**src/rtl/dsp_rx_boxcar_decim.sv**
```systemverilog
// RX output stage: I/Q swap/real-mode mux, boxcar integrate-and-dump decimation,
// shift/round/saturate. Define RX_OVF_COUNT_EN to put an overflow event counter in debug[31:16].
module dsp_rx_boxcar_decim #(
    parameter int WIDTH_IN  = 24,
    parameter int WIDTH_OUT = 16,
    parameter int RATE_BITS = 8,
    parameter int BASE      = 160
) (
    input  logic                   clk,
    input  logic                   rst,
    input  logic                   set_stb,
    input  logic [7:0]             set_addr,
    input  logic [31:0]            set_data,
    input  logic                   run,
    input  logic [WIDTH_IN-1:0]    in_i,
    input  logic [WIDTH_IN-1:0]    in_q,
    input  logic                   in_stb,
    input  logic                   adc_ovf_i,
    input  logic                   adc_ovf_q,
    output logic [2*WIDTH_OUT-1:0] sample,
    output logic                   strobe,
    output logic                   overflow,
    output logic [31:0]            debug
);
    localparam int NUM_LANES = 2;
    localparam int STAGES    = 3;
    localparam int AW        = WIDTH_IN + RATE_BITS;
    localparam int SW        = AW + 1;

    logic [RATE_BITS-1:0] rate;
    logic [4:0]           shift;
    logic                 realmode;
    logic                 swap_iq;
    logic                 wr_rate;
    logic                 wr_clr;

    assign wr_rate = set_stb && (set_addr == 8'(BASE));
    assign wr_clr  = set_stb && (set_addr == 8'(BASE + 3));

    always_ff @(posedge clk) begin
        if (rst) begin
            rate     <= '0;
            shift    <= '0;
            realmode <= 1'b0;
            swap_iq  <= 1'b0;
        end else if (set_stb) begin
            if (set_addr == 8'(BASE))     rate  <= set_data[RATE_BITS-1:0];
            if (set_addr == 8'(BASE + 1)) shift <= set_data[4:0];
            if (set_addr == 8'(BASE + 2)) {realmode, swap_iq} <= set_data[1:0];
        end
    end

    logic unused_set;
    assign unused_set = ^set_data[31:RATE_BITS];

    // Stage 1: lane 0 is I, lane 1 is Q
    logic [NUM_LANES-1:0][WIDTH_IN-1:0] s1_x;

    always_ff @(posedge clk) begin
        if (rst) begin
            s1_x <= '0;
        end else if (in_stb) begin
            s1_x[0] <= swap_iq ? in_q : in_i;
            s1_x[1] <= realmode ? '0 : (swap_iq ? in_i : in_q);
        end
    end

    // Block counter shared by both lanes; rate 0 behaves as rate 1
    logic [RATE_BITS-1:0] cnt;
    logic [RATE_BITS-1:0] last_idx;
    logic                 last;
    logic [STAGES-1:0]    vld_pipe;
    logic                 flush;
    logic                 ld_en;

    assign last_idx = (rate == '0) ? '0 : rate - 1'b1;
    assign last     = (cnt == last_idx);
    assign flush    = !run || wr_rate;
    assign ld_en    = vld_pipe[1] && run;

    always_ff @(posedge clk) begin
        if (rst || flush)     cnt <= '0;
        else if (vld_pipe[0]) cnt <= last ? '0 : cnt + 1'b1;
    end

    // A rate write drops the partial block but lets a pending dump finish in stage 3
    always_ff @(posedge clk) begin
        if (rst || !run) begin
            vld_pipe <= '0;
        end else begin
            vld_pipe[0] <= in_stb;
            vld_pipe[1] <= vld_pipe[0] && last && !wr_rate;
            vld_pipe[2] <= vld_pipe[1];
        end
    end

    logic [NUM_LANES-1:0][WIDTH_OUT-1:0] lane_y;
    logic [NUM_LANES-1:0]                lane_sat;

    for (genvar g = 0; g < NUM_LANES; g++) begin : g_lane
        logic signed [AW-1:0]    acc;
        logic signed [AW-1:0]    dump;
        logic signed [AW-1:0]    xe;
        logic signed [SW-1:0]    rnd;
        logic signed [SW-1:0]    sum;
        logic signed [SW-1:0]    r;
        logic signed [SW-1:0]    max_v;
        logic signed [SW-1:0]    min_v;
        logic                    sat_hi;
        logic                    sat_lo;
        logic [WIDTH_OUT-1:0]    y_next;
        logic [WIDTH_OUT-1:0]    y;

        assign xe = {{RATE_BITS{s1_x[g][WIDTH_IN-1]}}, s1_x[g]};

        always_ff @(posedge clk) begin
            if (rst || flush) begin
                acc <= '0;
            end else if (vld_pipe[0]) begin
                acc <= last ? '0 : acc + xe;
            end
        end

        always_ff @(posedge clk) begin
            if (rst)                                   dump <= '0;
            else if (vld_pipe[0] && last && !flush)    dump <= acc + xe;
        end

        // One extra bit so the rounding constant cannot wrap the largest dump
        assign rnd   = (shift == 5'd0) ? '0 : (SW'(1) << (shift - 5'd1));
        assign sum   = {dump[AW-1], dump} + rnd;
        assign r     = sum >>> shift;
        assign max_v = {{(SW-WIDTH_OUT+1){1'b0}}, {(WIDTH_OUT-1){1'b1}}};
        assign min_v = {{(SW-WIDTH_OUT+1){1'b1}}, {(WIDTH_OUT-1){1'b0}}};
        assign sat_hi = (r > max_v);
        assign sat_lo = (r < min_v);

        always_comb begin
            y_next = r[WIDTH_OUT-1:0];
            if (sat_hi)      y_next = max_v[WIDTH_OUT-1:0];
            else if (sat_lo) y_next = min_v[WIDTH_OUT-1:0];
        end

        always_ff @(posedge clk) begin
            if (rst)        y <= '0;
            else if (ld_en) y <= y_next;
        end

        assign lane_y[g]   = y;
        assign lane_sat[g] = sat_hi || sat_lo;
    end

    assign sample = {lane_y[0], lane_y[1]};
    assign strobe = vld_pipe[2] && run;

    logic ovf_set;
    assign ovf_set = (ld_en && (|lane_sat)) || (in_stb && (adc_ovf_i || adc_ovf_q));

    always_ff @(posedge clk) begin
        if (rst)          overflow <= 1'b0;
        else if (ovf_set) overflow <= 1'b1;
        else if (wr_clr)  overflow <= 1'b0;
    end

    logic [31:0] dbg_base;
    assign dbg_base = {strobe, run, overflow, rate, {(29-RATE_BITS){1'b0}}};

`ifdef RX_OVF_COUNT_EN
    logic [15:0] ovf_cnt;
    logic        unused_dbg;

    // A clear coinciding with a new event leaves that event counted
    always_ff @(posedge clk) begin
        if (rst) begin
            ovf_cnt <= '0;
        end else if (ovf_set) begin
            if (wr_clr)                  ovf_cnt <= 16'd1;
            else if (ovf_cnt != 16'hFFFF) ovf_cnt <= ovf_cnt + 16'd1;
        end else if (wr_clr) begin
            ovf_cnt <= '0;
        end
    end

    assign unused_dbg = ^dbg_base[31:16];
    assign debug      = {ovf_cnt, dbg_base[15:0]};
`else
    assign debug = dbg_base;
`endif

endmodule

```
**config.mk**
```make
export PLATFORM = sky130hd
export DESIGN_NAME = dsp_rx_boxcar_decim
export DESIGN_NICKNAME = d
export VERILOG_FILES = /design/src/rtl/dsp_rx_boxcar_decim.sv
export SDC_FILE = /design/constraint.sdc
export NUM_CORES = 1
export LEC_CHECK = 0
export CORE_UTILIZATION = 45
export DETAILED_ROUTE_END_ITERATION = 10
export GPL_TIMING_DRIVEN = 0
export PLACE_DENSITY_LB_ADDON = 0.12
export SYNTH_ARGS = -nofsm -noshare
export SYNTH_HDL_FRONTEND = slang
export SYNTH_SLANG_ARGS = --single-unit
export TNS_END_PERCENT = 30
```
**constraint.sdc**
```tcl
create_clock -name clk -period 23.6 [get_ports clk]
set_input_delay 4.72 -clock clk [delete_from_list [all_inputs] [get_ports clk]]
set_output_delay 4.72 -clock clk [all_outputs]
set_load 0.02 [all_outputs]
```
# Word level (Yosys, flattened, before mapping)
# Index checks and enable logic that the tools add are counted.
classes:
  addsub: 9
  n_lt_le_gt_ge: 4
  shift: 3
  eq_ne: 5
  muxes: 14
  n_reduce_logical: 26
op_table:
  columns: ["op", "count"]
  rows:
  - ["$mux 24", 3]
  - ["$add 33x33->33", 2]
  - ["$gt 33x16->1 const B", 2]
  - ["$lt 33x16->1 const B", 2]
  - ["$sshr 33x5->33", 2]
  - ["$add 32x24->32", 2]
  - ["$add 32x32->32", 2]
  - ["$mux 16", 4]
  - ["$mux 32", 2]
  - ["$mux 33", 1]
  - ["$shl 1x5->33 const A", 1]
  - ["$eq 8x8->1 const B", 4]
  - ["$mux 8", 2]
  - ["$logic_and 1x1->1", 9]
  - ["$add 8x1->8 const B", 1]
  - ["$eq 8x8->1", 1]
  - ["$logic_not 8->1", 1]
  - ["$sub 8x1->8 const B", 1]
  - ["$logic_or 1x1->1", 7]
  - ["$reduce_and 2->1", 3]
  - ["$logic_not 5->1", 1]
  - ["$sub 5x1->5 const B", 1]
  - ["$logic_not 1->1", 3]
  - ["$mux 1", 2]
  - ["2 further kinds", 2]
word_totals:
  reg_bits: 235
  input_bits: 95
  output_inout_bits: 66

# Depth between registers and ports, before layout
# Gate-level depths: netlist (run 1).
depth:
  ltp_word: 11
  depth_mapped: 31
  ltp_nobuf: 21

# Worst setup path after synthesis (run 1)
# Ideal clock, no wire load.
synth_path:
  kind: "input to output"
  from: "input port run"
  to: "output port debug[31]"
  stages: 2
  arrival_time_ns: 5.133
  slack_ns: 13.747
  t_required_ns: 18.880
  path_cell_list: "and2_1 buf_4"
synth_via:
  elab_chain_cells: 1
synth_rtl:
  columns: ["item", "line_no", "source"]
  rows:
  - ["from (decl)", "14", "input logic run,"]
  - ["$logic_and 1x1->1", "154", "assign strobe = vld_pipe[2] && run;"]
  - ["to (decl)", "23", "output logic [31:0] debug"]
# No other way between the ends.

# Worst setup path in the final report (run 1)
layout_path:
  from: "register shift[0]"
  to: "register g_lane[1].y[10]"
layout_via:
  elab_chain_cells: 8
layout_rtl:
  columns: ["item", "line_no", "source"]
  rows:
  - ["from (decl)", "31", "logic [4:0] shift;"]
  - ["from (signal assigned)", "48", "if (set_addr == 8'(BASE + 1)) shift <= set_data[4:0];"]
  - ["$sub 5x1->5", "130", "assign rnd = (shift == 5'd0) ? '0 : (SW'(1) << (shift - 5'd1));"]
  - ["$shl 1x5->33", "130", null]
  - ["$mux 33", "130", null]
  - ["$add 33x33->33", "131", "assign sum = {dump[AW-1], dump} + rnd;"]
  - ["$sshr 33x5->33 (*)", "132", "assign r = sum >>> shift;"]
  - ["$lt 33x16->1", "136", "assign sat_lo = (r < min_v);"]
  - ["$mux 16", "141", "else if (sat_lo) y_next = min_v[WIDTH_OUT-1:0];"]
  - ["$mux 16 (*)", "140", "if (sat_hi) y_next = max_v[WIDTH_OUT-1:0];"]
  - ["to (signal assigned)", "146", "else if (ld_en) y <= y_next;"]
  - ["to (decl)", "112", "logic [WIDTH_OUT-1:0] y;"]
# Mark *: on every way between the ends. The rest lies on a longest branch, timed or not.
# A chain may end at the register's enable or synchronous reset.

==> flow_summary_export.csv, run 1 <==
group,metric,value,unit
setup_path,top_cell_by_count_worst_path,"clkbuf_1",
setup_path,critical_path.slowest_cell,"a2111oi_0",
power_and_ir_drop,power.static_leakage,9.72,nW
yosys,synth_sequential_area_ratio,21.8,%
cts,clock_sinks,235,
place,finalWeightedCongestion,1.09,
global_route,grt_usage,37.0,%
global_route,overflow,0,
yosys,synth_top_cell_by_area,"dfxtp_1",
yosys,syn-cell-area,21600,um^2
cts,clock_tree.htree_level_count,1,
floorplanning,core_region_area,47000,um^2
sta,post-route-min-period,12760,ps
final_layout,register_area,4700,um^2
power_and_ir_drop,power_frac_comb,12.0,%
power_and_ir_drop,finalPower,0.970,mW
yosys,number_of_synthesized_flops_with_an_enable_pin,0,
place,port_buffers,115,
setup_path,cp-endpoint,"g_lane[1].y[10]",
yosys,netlist_top_cells_area,"dfxtp_1, a21oi_1, ha_1",
sta,setup_viol,0,
final_layout,syn2layout_area_growth,13.7,%
floorplanning,boundaryPins,161,
floorplanning,fp.dieW,221,um
setup_path,critPathArrivalTime,13240,ps
sta,slew_violations,0,
floorplanning,rows,79,
setup_path,criticalPathCategory,"flop to flop",
power_and_ir_drop,switching_share,26.9,%
sta,worst_slew_pin_slew,1350,ps
yosys,ys_types,108,
drt,routed-via-count,23600,
final_layout,final_util,52.3,%
sta,final.setup_skew,23.9,ps
drt,via_per_inst,6.29,
power_and_ir_drop,cellPowerDensity,39.5,nW/um^2
setup_path,max_stage_delay,1160,ps
cts,clk_path_buf_depth,3,
place,pre_cts_slack,11680,ps
global_route,grt_pass1_wl,138000,um
yosys,avgSynthCellArea,7.33,um^2
global_route,first_global_vias,22400,
cts,clk_pin_slew_worst_paths,60,ps
sta,timing.fmax,78.4,MHz
final_layout,total_area_of_multi_input_combinational_cells,15800,um^2
sta,postLayoutSetupSlackWorst,10840,ps
setup_path,crit_reg_reg_endpoint,"g_lane[1].y[10]",
status,outcome,"complete, no violations",
setup_path,critPathCaptureType,"flop",
drt,first_pass_iters,8,
final_layout,num-nets-final,3321,
floorplanning,floorplan.initialDensity,46.0,%
place,dpl_cell_area,23600,um^2
setup_path,worst_ep_required_time,24090,ps
global_route,largest_net_degree_at_the_start_of_global_routing,17,
global_route,grt_antenna_before_repair,4,
final_layout,finalInstanceArea,24500,um^2
drt,wire_per_inst,25.0,um
sta,setup_total_negative_slack,0,ps
cts,clk_root_buf,"clkbuf_16",
setup_path,r2r_start,"shift[0]",
hold_path,worstHoldPathType,"flop to flop",
sta,slew_headroom,7.49,%
final_layout,layout-drive-gt1-share,6.79,%
yosys,ys_ff_latch,235,
sta,hold_viol,0,
final_layout,top_library_cells_by_usage_in_the_layout_fill_and_taps_aside,"nor2_1, nand2_1, a21oi_1",
drt,final_antenna_net_count,0,
floorplanning,die_h,221,um
sta,grt_setup_unrepaired,"false",
sta,period_share,54.0,%
power_and_ir_drop,p_sw,0.261,mW
yosys,synth.yosys.warnings,0,
power_and_ir_drop,seqPwrFrac,42.4,%
drt,drc,0,
cts,numCtsBuffers,28,
yosys,synth_top_cell_area_share,21.8,%
yosys,primary_flip_flop_cell_chosen_by_synthesis_mapping,"dfxtp_1",
setup_path,critical_path.max_fanout,10,
cts,cts_tree,"built",
setup_path,r2r.worst_path.cells,28,
power_and_ir_drop,power.internal,0.709,mW
yosys,number_of_instances_in_the_synthesized_netlist,2947,
cts,cts.hold.buffers_added,0,
floorplanning,die_area,48900,um^2
place,place_hpwl,77100,um
final_layout,most_common_library_cell_in_the_layout_ignoring_fill_and_taps,"nor2_1",
setup_path,worstSetupStartpointType,"flop",
flow_run,drv.max_cap_violation_count,0,
cts,cts_setup_buffers,0,
power_and_ir_drop,power.clock.fraction,45.6,%
cts,cts-resized-gates,0,
drt,drt-initial-drc-count,2176,
final_layout,fill_cells,4683,
setup_path,timing.reg2reg.setup_slack,10840,ps
yosys,async_reset_ff_share,0,%
power_and_ir_drop,vdd_ir_drop_max,0.0495,mV
setup_path,worstSetupStartpoint,"shift[0]",
drt,finalWirelength,93800,um
cts,clock_insertion_delay_worst_skew,600,ps
## cell type report
| cell class | count | share of cell area [%] |
|---|---|---|
| well taps | 607 | 3.09 |
| diodes | 4 | 0.0408 |
| repair buffers | 115 | 4.69 |
| flip-flops and latches | 235 | 19.2 |
| clock inverters | 11 | 0.556 |
| clock buffers | 41 | 3.30 |
| multi-input cells | 2458 | 64.3 |
| plain buffers | 229 | 4.10 |
| inverters | 47 | 0.719 |
## per-stage QoR
step	hold WS, ps	cells
floorplan	436	2969
global placement	455	3691
detailed placement	459	3691
CTS	466	3743
global route	490	3747
finish	465	3747
## sequential cells by signal (all words and copies together), names as in the netlist
signal,flops
realmode,1
swap_iq,1
g_lane.acc,64
g_lane.y,32
cnt,8
overflow,1
rate,8
g_lane.dump,64
shift,5
g_lane.xe,48
vld_pipe,3
## critical path, delay by kind of cell, from the launching register on
family                   cells  cell delay (ps)
AO/OA/AOI/OAI                6             3290
adder cells (fa/ha/maj)      1              190
buffers and inverters       12             6160
flip-flops                   1              430
AND/OR/NAND/NOR              9             2560
## worst min-delay path by stage
stage	start	to	slack (ps)	depth (start not counted)
3_5_place_dp	g_lane[1].dump[28]	g_lane[1].dump[28]	460	2
5_1_grt	g_lane[1].dump[29]	g_lane[1].dump[29]	490	2
2_1_floorplan	g_lane[0].dump[28]	g_lane[0].dump[28]	440	2
6_report	g_lane[1].dump[28]	g_lane[1].dump[28]	470	2
4_1_cts	g_lane[1].dump[28]	g_lane[1].dump[28]	470	2
3_3_place_gp	g_lane[0].y[15]	g_lane[0].y[15]	450	2
## cell usage after synthesis, drive strengths merged, types with 16 or more instances
| library cell | number |
|---|---|
| nor2 | 345 |
| nand2 | 329 |
| a21oi | 309 |
| dfxtp | 235 |
| clkbuf | 153 |
| o21ai | 119 |
| ha | 110 |
| a211oi | 102 |
| mux2i | 99 |
| nor2b | 94 |
| xnor2 | 80 |
| buf | 76 |
| nand3 | 74 |
| nor3 | 65 |
| a21o | 58 |
| mux2 | 55 |
| xor2 | 49 |
| inv | 47 |
| nand2b | 46 |
| a31oi | 37 |
| and3 | 30 |
| o211ai | 28 |
| and2 | 25 |
| o21a | 24 |
| or2 | 23 |
| nand4 | 21 |
| or3 | 21 |
| o21bai | 17 |
| nand3b | 16 |
## metal layers
metal	GRT usage [%]	vias to the layer above	routed length, um
met5	0	-	0
met4	27.0	0	7820
met3	4.01	321	6270
met2	63.7	1170	43800
met1	42.8	11100	35900
li1	-	11000	-
## power groups by stage
| stage | clock network, mW | logic [mW] | registers (mW) |
|---|---|---|---|
| 2_1_floorplan | 0 | 0.0674 | 0.418 |
| 3_3_place_gp | 0 | 0.112 | 0.420 |
| 3_5_place_dp | 0 | 0.114 | 0.420 |
| 4_1_cts | 0.448 | 0.114 | 0.411 |
| 5_1_grt | 0.464 | 0.123 | 0.412 |
| 6_report | 0.443 | 0.116 | 0.411 |
## logic make-up after synthesis
family	Yosys count	share of synthesized area, %
simple gates	1149	25.5
compound gates	877	26.7
fa+ha+maj	117	6.79
other cells	1	0.0174
mux	163	8.41
buf+inv	276	5.48
xor+xnor	129	5.30
flops	235	21.8
Note: power is estimated with default switching activity, not from simulation.
==> run 2: changes to the inputs <==
==> constraint.sdc (replaced) <==
create_clock -name clk -period 12.75 [get_ports clk]
set_input_delay 2.55 -clock clk [delete_from_list [all_inputs] [get_ports clk]]
set_output_delay 2.55 -clock clk [all_outputs]
set_load 0.02 [all_outputs]
==> run 2 against run 1 <==
Effect of this change:
- first-iteration DRC count rose by 3.1%
- worst hold slack got worse by 1.1 ps
- sequential share of layout area barely moved
- clock power rose by 85%
- fmax rose by 1.6%
- clock skew fell by 1.2 ps
- register-to-register slack got worse by 11000 ps
- critical path type unchanged
- highest routed layer unchanged
==> flow_summary_export.csv, run 2 (same netlist as run 1, synthesis figures left out) <==
group,metric,value,unit
floorplanning,floorplan.initialDensity,46.0,%
hold_path,hold_path_depth,2,
sta,whs,464,ps
flow_run,drv.max_cap_violation_count,0,
final_layout,top_library_cells_by_usage_in_the_layout_fill_and_taps_aside,"nor2_1, nand2_1, a21oi_1",
final_layout,syn2layout_area_growth,13.7,%
drt,finalWirelength,93900,um
setup_path,critical_path.max_fanout,10,
sta,setup_viol,0,
setup_path,r2r_start,"shift[0]",
setup_path,worstSetupStartpoint,"shift[0]",
place,post-place-cells,3691,
sta,final.setup_skew,22.7,ps
final_layout,layout-drive-gt1-share,6.79,%
place,finalWeightedCongestion,1.09,
drt,dr_wl_met2,43900,um
global_route,overflow,0,
setup_path,worstSetupStartpointType,"flop",
cts,clock_insertion_delay_worst_skew,600,ps
cts,clk_path_buf_depth,3,
final_layout,finalInstanceArea,24500,um^2
sta,slew_headroom,10.8,%
cts,numCtsBuffers,28,
sta,hold_viol,0,
floorplanning,fp.dieW,221,um
setup_path,critPathCaptureType,"flop",
final_layout,final_util,52.3,%
floorplanning,rows,79,
sta,post-route-min-period,12550,ps
drt,drt-initial-drc-count,2243,
sta,grt_setup_unrepaired,"false",
floorplanning,boundaryPins,161,
drt,via_per_inst,6.29,
hold_path,hp-start,"g_lane[1].dump[28]",
power_and_ir_drop,cellPowerDensity,73.2,nW/um^2
hold_path,min_to,"g_lane[1].dump[28]",
drt,final_antenna_net_count,0,
cts,clock_sinks,235,
final_layout,finish.cell_count_without_fillers,3747,
setup_path,max_stage_delay,920,ps
cts,cts.hold.buffers_added,0,
cts,clk_pin_slew_worst_paths,60,ps
power_and_ir_drop,vdd_ir_drop_max,0.0918,mV
cts,clock_tree.htree_level_count,1,
drt,wl_met1,36300,um
power_and_ir_drop,power.static_leakage,9.72,nW
setup_path,top_cell_by_count_worst_path,"clkbuf_1",
drt,drc,0,
power_and_ir_drop,finalPower,1.80,mW
cts,clk_root_buf,"clkbuf_16",
global_route,grt_pass1_wl,138000,um
drt,met3_wirelength,6000,um
setup_path,timing.reg2reg.setup_slack,200,ps
drt,wire_per_inst,25.1,um
place,dpl_cell_area,23600,um^2
sta,period_share,98.4,%
sta,worst_slew_pin_slew,1320,ps
final_layout,most_common_library_cell_in_the_layout_ignoring_fill_and_taps,"nor2_1",
drt,highest-signal-layer,"met4",
setup_path,critical_path.slowest_cell,"a2111oi_1",
floorplanning,core_region_area,47000,um^2
cts,cts_setup_buffers,0,
floorplanning,die_h,221,um
drt,first_pass_iters,5,
place,place_hpwl,77100,um
sta,slew_violations,0,
final_layout,num-nets-final,3321,
global_route,grt_antenna_before_repair,4,
status,outcome,"complete, no violations",
sta,timing.fmax,79.7,MHz
setup_path,crit_reg_reg_endpoint,"overflow",
setup_path,critPathArrivalTime,12980,ps
place,port_buffers,115,
sta,setup_total_negative_slack,0,ps
global_route,largest_net_degree_at_the_start_of_global_routing,17,
setup_path,worst_ep_required_time,13180,ps
drt,routed-via-count,23600,
cts,cts-resized-gates,0,
cts,cts_tree,"built",
floorplanning,die_area,48900,um^2
global_route,first_global_vias,22400,
place,pre_cts_slack,834,ps
sta,postLayoutSetupSlackWorst,201,ps
setup_path,criticalPathCategory,"flop to flop",
global_route,grt_usage,37.0,%
hold_path,worstHoldPathType,"flop to flop",
setup_path,r2r.worst_path.cells,28,
run 2: layer usage:
metal / GRT usage, % / up-vias
met2: 63.7 / 1140
met3: 4.01 / 308
met5: 0 / -
met4: 27.0 / 0
met1: 42.8 / 11100
li1: - / 11000
run 2: worst max path at each step:
stage | end | slack [ps] | cells after the start
after floorplan | g_lane[1].y[10] | 5320 | 30
after global placement | overflow | 890 | 28
after detailed placement | overflow | 830 | 28
after CTS | overflow | 760 | 28
after global routing | g_lane[1].y[10] | 110 | 28
final | overflow | 200 | 28
run 2: layout make-up:
class	instances	area, um^2
Clock inverter	11	136
Sequential cell	235	4700
Buffer	229	1010
Fill cell	4682	22400
Inverter	47	176
Antenna cell	4	10.0
Tap cell	607	759
Multi-Input combinational cell	2458	15800
Timing Repair Buffer	115	1150
Clock buffer	41	810
run 2: critical path, delay by kind of cell (launching register included):
| family | cells | cell delay (ps) |
|---|---|---|
| AND/OR/NAND/NOR | 9 | 2690 |
| adder cells (fa/ha/maj) | 1 | 190 |
| AO/OA/AOI/OAI | 7 | 3160 |
| flip-flops | 1 | 430 |
| buffers and inverters | 11 | 5870 |
run 2: report_power, final:
part	total (mW)	switching, mW	internal (mW)
registers	0.762	0.0129	0.749
logic	0.215	0.133	0.0819
clock network	0.819	0.338	0.481
total	1.80	0.484	1.31
==> run 3: changes to the inputs <==
--- a/config.mk
+++ b/config.mk
@@ -5,6 +5,7 @@
 export SDC_FILE = /design/constraint.sdc
 export NUM_CORES = 1
 export LEC_CHECK = 0
+export CAP_MARGIN = 20
 export CORE_UTILIZATION = 45
 export DETAILED_ROUTE_END_ITERATION = 10
 export GPL_TIMING_DRIVEN = 0
==> run 3 against run 2 <==
Effect of this change:
- register-to-register slack improved by 90 ps
- sequential share of layout area barely moved
- combinational power barely moved
- worst hold slack barely moved
- routed wire length rose by 0.22%
- critical endpoint unchanged
==> flow_summary_export.csv, run 3 (same netlist as run 1, synthesis figures left out) <==
group,metric,value,unit
setup_path,r2r.worst_path.cells,29,
power_and_ir_drop,finalPower,1.81,mW
cts,cts.hold.buffers_added,0,
hold_path,min_to,"g_lane[1].dump[28]",
cts,numCtsBuffers,27,
setup_path,r2r_start,"shift[0]",
floorplanning,die_area,48900,um^2
global_route,grt_antenna_before_repair,5,
status,outcome,"complete, no violations",
flow_run,drv.max_cap_violation_count,0,
setup_path,critPathCaptureType,"flop",
setup_path,critical_path.slowest_cell,"clkbuf_1",
final_layout,layout-drive-gt1-share,6.82,%
final_layout,num-nets-final,3325,
drt,final_antenna_net_count,0,
sta,worst_slew_pin_slew,1220,ps
global_route,first_global_vias,22600,
place,port_buffers,115,
drt,routed-via-count,23600,
sta,period_share,97.7,%
setup_path,top_cell_by_count_worst_path,"clkbuf_1",
power_and_ir_drop,power_frac_comb,11.9,%
global_route,grt_usage,37.4,%
sta,slew_headroom,17.6,%
cts,clock_tree.htree_level_count,1,
power_and_ir_drop,vdd_ir_drop_max,0.0933,mV
floorplanning,rows,79,
power_and_ir_drop,power.internal,1.33,mW
floorplanning,die_h,221,um
setup_path,crit_reg_reg_endpoint,"overflow",
setup_path,criticalPathCategory,"flop to flop",
sta,grt_setup_unrepaired,"false",
setup_path,max_stage_delay,740,ps
drt,drc,0,
cts,clk_pin_slew_worst_paths,60,ps
power_and_ir_drop,switching_share,26.3,%
floorplanning,fp.dieW,221,um
sta,setup_viol,0,
global_route,grt_pass1_wl,140000,um
final_layout,top_library_cells_by_usage_in_the_layout_fill_and_taps_aside,"nor2_1, nand2_1, a21oi_1",
cts,clk_path_buf_depth,3,
global_route,largest_net_degree_at_the_start_of_global_routing,15,
drt,first_pass_iters,8,
cts,cts_setup_buffers,0,
sta,setup_total_negative_slack,0,ps
drt,via_per_inst,6.30,
sta,post-route-min-period,12460,ps
place,finalWeightedCongestion,1.09,
cts,clock_sinks,235,
setup_path,critical_path.top_delay_family,"buffers and inverters",
hold_path,worstHoldPathType,"flop to flop",
setup_path,timing.reg2reg.setup_slack,290,ps
drt,finalWirelength,94100,um
cts,clk_root_buf,"clkbuf_16",
global_route,overflow,0,
hold_path,hold_path_depth,2,
final_layout,fill_cells,4697,
sta,timing.fmax,80.3,MHz
final_layout,total_area_of_multi_input_combinational_cells,15800,um^2
power_and_ir_drop,power.clock.fraction,45.9,%
drt,drt-initial-drc-count,2368,
cts,clock_insertion_delay_worst_skew,590,ps
floorplanning,floorplan.initialDensity,46.0,%
final_layout,syn2layout_area_growth,13.8,%
hold_path,hp-start,"g_lane[1].dump[28]",
power_and_ir_drop,cellPowerDensity,73.5,nW/um^2
final_layout,register_area,4700,um^2
setup_path,worst_ep_required_time,13190,ps
sta,postLayoutSetupSlackWorst,293,ps
sta,hold_viol,0,
place,place_hpwl,77200,um
setup_path,worstSetupStartpoint,"shift[0]",
power_and_ir_drop,p_sw,0.475,mW
cts,cts_tree,"built",
setup_path,critPathArrivalTime,12900,ps
cts,cts-resized-gates,0,
setup_path,crit_buf_inv,11,
setup_path,critical_path.max_fanout,10,
sta,final.setup_skew,37.7,ps
drt,wire_per_inst,25.1,um
setup_path,worstSetupStartpointType,"flop",
floorplanning,core_region_area,47000,um^2
power_and_ir_drop,seqPwrFrac,42.2,%
place,pre_cts_slack,1020,ps
power_and_ir_drop,power.static_leakage,9.74,nW
final_layout,most_common_library_cell_in_the_layout_ignoring_fill_and_taps,"nor2_1",
floorplanning,boundaryPins,161,
sta,slew_violations,0,
## run 3: how the worst max path moves through the flow
stage / depth (start not counted) / to
5_1_grt: 30 / g_lane[1].y[10]
3_5_place_dp: 29 / overflow
6_report: 29 / overflow
4_1_cts: 29 / overflow
2_1_floorplan: 30 / g_lane[1].y[10]
3_3_place_gp: 28 / overflow
## run 3: power groups by stage
stage | clock [mW] | sequential [mW] | combinational (mW)
3_3_place_gp | 0 | 0.777 | 0.208
4_1_cts | 0.840 | 0.761 | 0.211
2_1_floorplan | 0 | 0.773 | 0.125
5_1_grt | 0.873 | 0.763 | 0.229
3_5_place_dp | 0 | 0.777 | 0.210
6_report | 0.830 | 0.761 | 0.214
## run 3: worst register-to-register path: cells and delay by family (launching register included)
family          cells  cell delay, ps
compound gates      6            2070
simple gates       11            4000
flops               1             430
buf+inv            11            5600
fa+ha+maj           1             190
## run 3: per-stage QoR
| stage | area [um^2] | util [%] | instances | hold WS, ps |
|---|---|---|---|---|
| after floorplan | 21700 | - | 2969 | 436 |
| after global placement | 23600 | 50.2 | 3691 | 455 |
| after detailed placement | 23600 | 50.3 | 3695 | 459 |
| after CTS | 24600 | 52.3 | 3743 | 465 |
| after global routing | 24600 | 52.3 | 3747 | 491 |
| final | 24600 | 52.3 | 3748 | 464 |
## run 3: cell type report
class	count	area share, %
Antenna cell	4	0.0407
Sequential cell	235	19.1
Tap cell	607	3.09
Timing Repair Buffer	120	4.84
Buffer	229	4.10
Inverter	47	0.718
Multi-Input combinational cell	2458	64.3
Clock inverter	11	0.713
Clock buffer	37	3.11
## run 3: layer usage
layer | share of wire (%) | GRT usage, % | vias to the layer above
met5 | 0.016 | 0 | -
met3 | 6.7 | 5.13 | 350
li1 | - | - | 11000
met4 | 8.6 | 28.2 | 2
met1 | 38 | 42.2 | 11100
met2 | 47 | 64.3 | 1135
